<file path="src/rtl/hazard_stall_controller.sv">
// Issue-stage RAW hazard detector: tracks DEPTH cycles of in-flight writes and stalls dependents.
// issue/stall/bubble are combinational in the presented cycle; flush overrides any hazard.
module hazard_stall_controller #(
    parameter int DEPTH = 3
) (
    input  logic        clk,
    input  logic        rst,
    input  logic        instr_valid,
    input  logic [4:0]  read_sel1,
    input  logic [4:0]  read_sel2,
    input  logic [4:0]  write_sel,
    input  logic        write_en,
    input  logic        data_src,
    input  logic        flush,
    output logic        issue,
    output logic        stall,
    output logic        bubble,
    output logic        in_stall_state,
    output logic [15:0] stall_cycles,
    output logic [15:0] stall_events
);

    typedef enum logic {RUN, STALL} state_t;

    state_t     state, state_nxt;
    logic [DEPTH-1:0] win_vld;
    logic [4:0] win_dst [DEPTH];
    logic       hit1, hit2, hazard;

    always_comb begin
        hit1 = 1'b0;
        hit2 = 1'b0;
        for (int i = 0; i < DEPTH; i++) begin
            if (win_vld[i] && win_dst[i] == read_sel1) hit1 = 1'b1;
            if (win_vld[i] && win_dst[i] == read_sel2) hit2 = 1'b1;
        end
        if (read_sel1 == 5'd0) hit1 = 1'b0;
        if (read_sel2 == 5'd0) hit2 = 1'b0;
    end

    // Reset gates every handshake output so they drop asynchronously.
    assign hazard         = !rst && instr_valid && !flush && (hit1 || (!data_src && hit2));
    assign issue          = !rst && instr_valid && !flush && !hazard;
    assign stall          = hazard;
    assign bubble         = hazard;
    assign in_stall_state = !rst && (state == STALL);

    always_ff @(posedge clk or posedge rst) begin
        if (rst) begin
            win_vld <= '0;
            for (int i = 0; i < DEPTH; i++) win_dst[i] <= 5'd0;
        end else begin
            for (int i = DEPTH - 1; i > 0; i--) begin
                win_vld[i] <= win_vld[i-1];
                win_dst[i] <= win_dst[i-1];
            end
            win_vld[0] <= issue && write_en && (write_sel != 5'd0);
            win_dst[0] <= write_sel;
            if (flush) win_vld <= '0;
        end
    end

    always_ff @(posedge clk or posedge rst) begin
        if (rst) state <= RUN;
        else     state <= state_nxt;
    end

    always_comb begin
        state_nxt = state;
        case (state)
            RUN:     if (hazard)  state_nxt = STALL;
            STALL:   if (!hazard) state_nxt = RUN;
            default: state_nxt = RUN;
        endcase
        if (flush) state_nxt = RUN;
    end

    always_ff @(posedge clk or posedge rst) begin
        if (rst) begin
            stall_cycles <= 16'd0;
            stall_events <= 16'd0;
        end else begin
            if (hazard && stall_cycles != 16'hFFFF)
                stall_cycles <= stall_cycles + 16'd1;
            if (hazard && state == RUN && stall_events != 16'hFFFF)
                stall_events <= stall_events + 16'd1;
        end
    end

endmodule

</file>
<file path="config.mk">
export PLATFORM = sky130hd
export DESIGN_NAME = hazard_stall_controller
export DESIGN_NICKNAME = d
export VERILOG_FILES = /design/src/rtl/hazard_stall_controller.sv
export SDC_FILE = /design/constraint.sdc
export NUM_CORES = 1
export LEC_CHECK = 0
export ABC_CLOCK_PERIOD_IN_PS = 3060
export CAP_MARGIN = 20
export CORE_MARGIN = 2
export CORE_UTILIZATION = 50
export CTS_CLUSTER_SIZE = 8
export DETAILED_ROUTE_END_ITERATION = 16
export PLACE_DENSITY = 0.8
export SLEW_MARGIN = 10
export SYNTH_ARGS = -nofsm -noshare
export SYNTH_HDL_FRONTEND = slang
export SYNTH_SLANG_ARGS = --single-unit
export TNS_END_PERCENT = 1
</file>
<file path="constraint.sdc">
create_clock -name clk -period 3.06 [get_ports clk]
set_input_delay 0.765 -clock clk [delete_from_list [all_inputs] [get_ports clk]]
set_output_delay 0.765 -clock clk [all_outputs]
set_load 0.01 [all_outputs]
</file>
# Yosys cells after proc, flatten, opt, wreduce, memory -nomap -nowiden
# Index checks and enable logic that the tools add are counted.
[classes]
add_sub_neg = 2
n_reduce_logical = 25
bitwise_logic = 1
n_eq_ne = 8
muxes = 11
[op_table]
columns = ["operator", "n"]
rows = [
  ["16-bit by 1-bit adder with 16-bit output (second input constant)", 2],
  ["16-bit != test (second input constant)", 2],
  ["5-bit equality test", 6],
  ["1-bit logical AND", 17],
  ["5-bit logical NOT", 2],
  ["1-bit 2-to-1 mux", 10],
  ["5-bit nonzero test", 1],
  ["1-bit logical NOT", 4],
  ["3-bit 2-to-1 mux", 1],
  ["1-bit logical OR", 1],
  ["1-bit NOT", 1],
]
[word_totals]
out_inout_bits = 36
regBits = 51

# Depth between registers and ports, before layout
[depth]
ltp_word = 14
mapped_depth = 9

# Worst setup path after synthesis
# Ideal clock, no wire load.
[synth_timing]
kind = "input port to output port"
start = "input port read_sel2[3]"
end = "output port stall"
arrival_ns = 2.051
required_ns = 2.295
path_buffers = 1
path_stages = 7
slack_ns = 0.244
path_cell_list = "xor2_1 nor4_1 nand3_1 a31o_2 and2_1 nor2_1 buf_4"
[synth_between]
elab_chain_cells = 9
word_cells_on_any_way = 14
[synth_lines]
columns = ["element", "line_no", "rtl"]
rows = [
  ["from (decl)", "10", "input logic [4:0] read_sel2,"],
  ["5-bit equality test", "35", "if (win_vld[i] && win_dst[i] == read_sel2) hit2 = 1'b1;"],
  ["1-bit logical AND", "35", ""],
  ["1-bit 2-to-1 mux (3 in series)", "35", ""],
  ["1-bit 2-to-1 mux (*)", "38", "if (read_sel2 == 5'd0) hit2 = 1'b0;"],
  ["1-bit logical AND (*)", "42", "assign hazard = !rst && instr_valid && !flush && (hit1 || (!data_src && hit2));"],
  ["1-bit logical OR (*)", "42", ""],
  ["1-bit logical AND (*)", "42", ""],
  ["to (decl)", "16", "output logic stall,"],
]
# Every way passes the cells marked *; elsewhere a longest branch is shown, timed or not.

# Worst setup path in the final report
[layout_timing]
start = "input port read_sel1[3]"
end = "output port issue"
[layout_between]
elab_chain_cells = 10
word_cells_on_any_way = 15
[layout_lines]
columns = ["element", "line_no", "rtl"]
rows = [
  ["from (decl)", "9", "input logic [4:0] read_sel1,"],
  ["5-bit equality test", "34", "if (win_vld[i] && win_dst[i] == read_sel1) hit1 = 1'b1;"],
  ["1-bit logical AND", "34", ""],
  ["1-bit 2-to-1 mux (3 in series)", "34", ""],
  ["1-bit 2-to-1 mux (*)", "37", "if (read_sel1 == 5'd0) hit1 = 1'b0;"],
  ["1-bit logical OR (*)", "42", ""],
  ["1-bit logical AND (*)", "42", ""],
  ["1-bit logical NOT (*)", "n/a", ""],
  ["1-bit logical AND (*)", "43", "assign issue = !rst && instr_valid && !flush && !hazard;"],
  ["to (decl)", "15", "output logic issue,"],
]
# Marked as above.

==> metrics.cfg <==
[synth]
synth.top_cell.area_share_pct = 51.9
syn_inst = 223
synthTopCellsByArea = dfrtp_1 (52%), xor2_1 (15%), xnor2_1 (5.7%), nand3_1 (3.7%), nor2_1 (2.3%)
yosys_warnings = 0
ys_seq_area_share_pct = 51.9
postSynthAreaPerCell_um2 = 11.0
syn-cell-area_um2 = 2460
synth_cell_types = 33
yosysTopAreaCell = dfrtp_1
ys_seq_elements = 51
syn_nets = 246

[floorplanning]
core_area_um2 = 4720
fp.dieW_um = 74.1
rows = 25
io-pin-count = 57
die-area_um2 = 5490
start_util_pct = 52.0
die_h_um = 74.1

[place]
dp_cells = 362
place_hpwl_um = 4130
place_congestion = 0.885
postPlaceCellArea_um2 = 3250
port-buffer-count = 56
pre_cts_slack_ns = -0.794

[outcome]
status = complete, no violations

[routing]
drt_pre_antenna_iters = 4
totalWireLength_um = 5480
vias_per_cell = 5.13
vias = 1892
drc_errors = 0
first_iter_violations = 111
wire_per_inst_um = 14.8
ant_nets = 0

[sta]
setup_viol = 0
fin_crit_sh_pct = 98.9
hold_viol = 0
layout_setup_ws_ns = 0.0327
clock.fmax_mhz = 330
worst_clock_skew_ns = 0.00912
slew_viol_final = 0
worst_pin_slew_ns = 0.389
slew_headroom_pct = 74.0
whs_ns = 0.443
fin_crit_ns = 3.03

[clock_network]
insertion_delay_ns = 0.30
root_buffer = clkbuf_8
cts_tree = done
htree_levels = 2
path_clk_slew_ns = 0.09
cts_made_buffers = 5
post_cts_buffers = 0
cts_hold_buf = 0
cts_max_path_buffers = 2
clkSinkCount = 51

[global_routing]
grt_overflow = 0
grt_max_degree = 34
grtUsageTotal_pct = 21.6
grt_pass1_vias = 1984
grt_pass1_wl_um = 8870
antenna_found_initial = 0

[layout]
fin_nets = 324
final_cell_count_no_fill = 369
antennaDiodeCount = 0
stdcell_area_um2 = 3380
finish.utilization_pct = 71.6
drive_gt1_share_pct = 18.9
synthToLayoutAreaGrowth_pct = 37.6
fill_cells = 348

[worst_setup_path]
cp-end-kind = output pin
worstPathMaxFanout = 4
worstPathRequired_ns = 2.29
startpoint_type = input pin
critPathArrivalTime_ns = 2.26
critical_path_class = in2out

[run]
max-cap-violations = 0

[power]
vdd_drop_max_mv = 0.264
pwr_density_cell_nw_per_um2 = 349
p_leak_nw = 1.54

[min_path]
min_path_type = reg2reg

synthesized netlist by cell type:
cell and count:
buf_4 1, nand2b_1 1, or3_1 1, a21oi_1 1, and2_1 2, nor4bb_1 1
nor3b_2 1, o21bai_1 2, buf_6 1, nand3_1 18, xor2_1 43, xnor2_1 16
a2111o_1 1, a31o_2 2, mux2i_1 1, nand4_1 3, nand2_1 13, dfrtp_1 51
mux2_2 1, and4_1 2, a21o_1 1, nor3b_1 1, nor2b_1 4, nand4b_1 1
clkbuf_1 3, inv_1 6, nor2_1 15, nor3_1 7, nor3_2 5, and3_1 4
ha_1 2, or4_1 3, nor4_1 9
through the flow:
stage / TNS [ns] / power [mW]
6_report: 0 / 1.18
5_1_grt: -0.0125 / 1.23
4_1_cts: 0 / 1.19
3_5_place_dp: -7.45 / 0.818
3_3_place_gp: -7.38 / 0.818
2_1_floorplan: 0 / 0.752
final timing paths:
| check | startpoint | end | slack [ns] | depth (start not counted) |
|---|---|---|---|---|
| worst max register to register | win_dst[3]$_DFF_PP0_ | stall_events[15]$_DFFE_PP0P_ | 0.51 | 9 |
| worst min-delay path | win_dst[8]$_DFF_PP0_ | win_dst[3]$_DFF_PP0_ | 0.44 | 0 |
| max in group asynchronous | rst | stall_cycles[8]$_DFFE_PP0P_ | 1.62 | 4 |
| worst min register to register | win_dst[8]$_DFF_PP0_ | win_dst[3]$_DFF_PP0_ | 0.44 | 0 |
| worst max-delay path | read_sel1[3] | issue | 0.03 | 8 |
| min in group asynchronous | rst | win_dst[3]$_DFF_PP0_ | 0.94 | 3 |
metal layers:
metal,part of all wire (%),GRT usage [%],wire (um)
met4,1.2,6.26,63
met2,50,37.0,2720
met1,44,27.4,2390
met5,0,0,0
met3,5.4,5.15,298
worst max-delay path, stage by stage:
cell             delay (ns)
clkdlybuf4s15_2        0.24
xor2_1                 0.19
nor4_2                 0.27
nand3_1                0.14
a31o_4                 0.26
and2_4                 0.15
nor2b_4                0.13
buf_6                  0.12
final cells by class:
type                            instances  area [um^2]  share of cell area, %
Clock buffer                            6         72.6                   2.15
Clock inverter                          2         12.5                  0.370
Inverter                                6         22.5                  0.666
Multi-Input combinational cell        161         1200                   35.5
Sequential cell                        51         1280                   37.7
Tap cell                               67         83.8                   2.48
Timing Repair Buffer                   76          714                   21.1
placed cells by master, fill, tap and decap left out, types with 5 or more instances in the layout:
cell / n
nor4_1: 5
nor3_1: 7
inv_1: 5
dfrtp_1: 51
buf_4: 17
nor3_2: 5
clkdlybuf4s50_1: 43
xor2_1: 43
xnor2_1: 16
nand2_1: 13
nor2_1: 14
nand3_1: 18
clkbuf_8: 5
sequential cells by signal, indices dropped and copies added (netlist names):
name,cells
win_vld,3
stall_events,16
state,1
win_dst,15
stall_cycles,16
cells by family after synthesis:
logic type                 Yosys count  share of synthesized area [%]
adders and majority gates            2                           1.02
AOI/OAI and AO/OA                    7                           2.29
and+or+nand+nor                     91                           20.7
buffers and inverters               11                           2.14
xor gates and xnor gates            59                           21.0
DFF                                 51                           51.9
muxes                                2                          0.866
power by group:
part	internal (mW)	leakage (nW)	switching, mW
combinational	0.0580	0.845	0.0535
clock	0.160	0.0412	0.211
sequential	0.685	0.652	0.0128
total	0.903	1.54	0.277
what timing repair did:
action,CTS,global route
gates resized for setup,41,20
pin swaps,10,12
setup endpoints to repair,8,5
(Power assumes the default switching activity.)
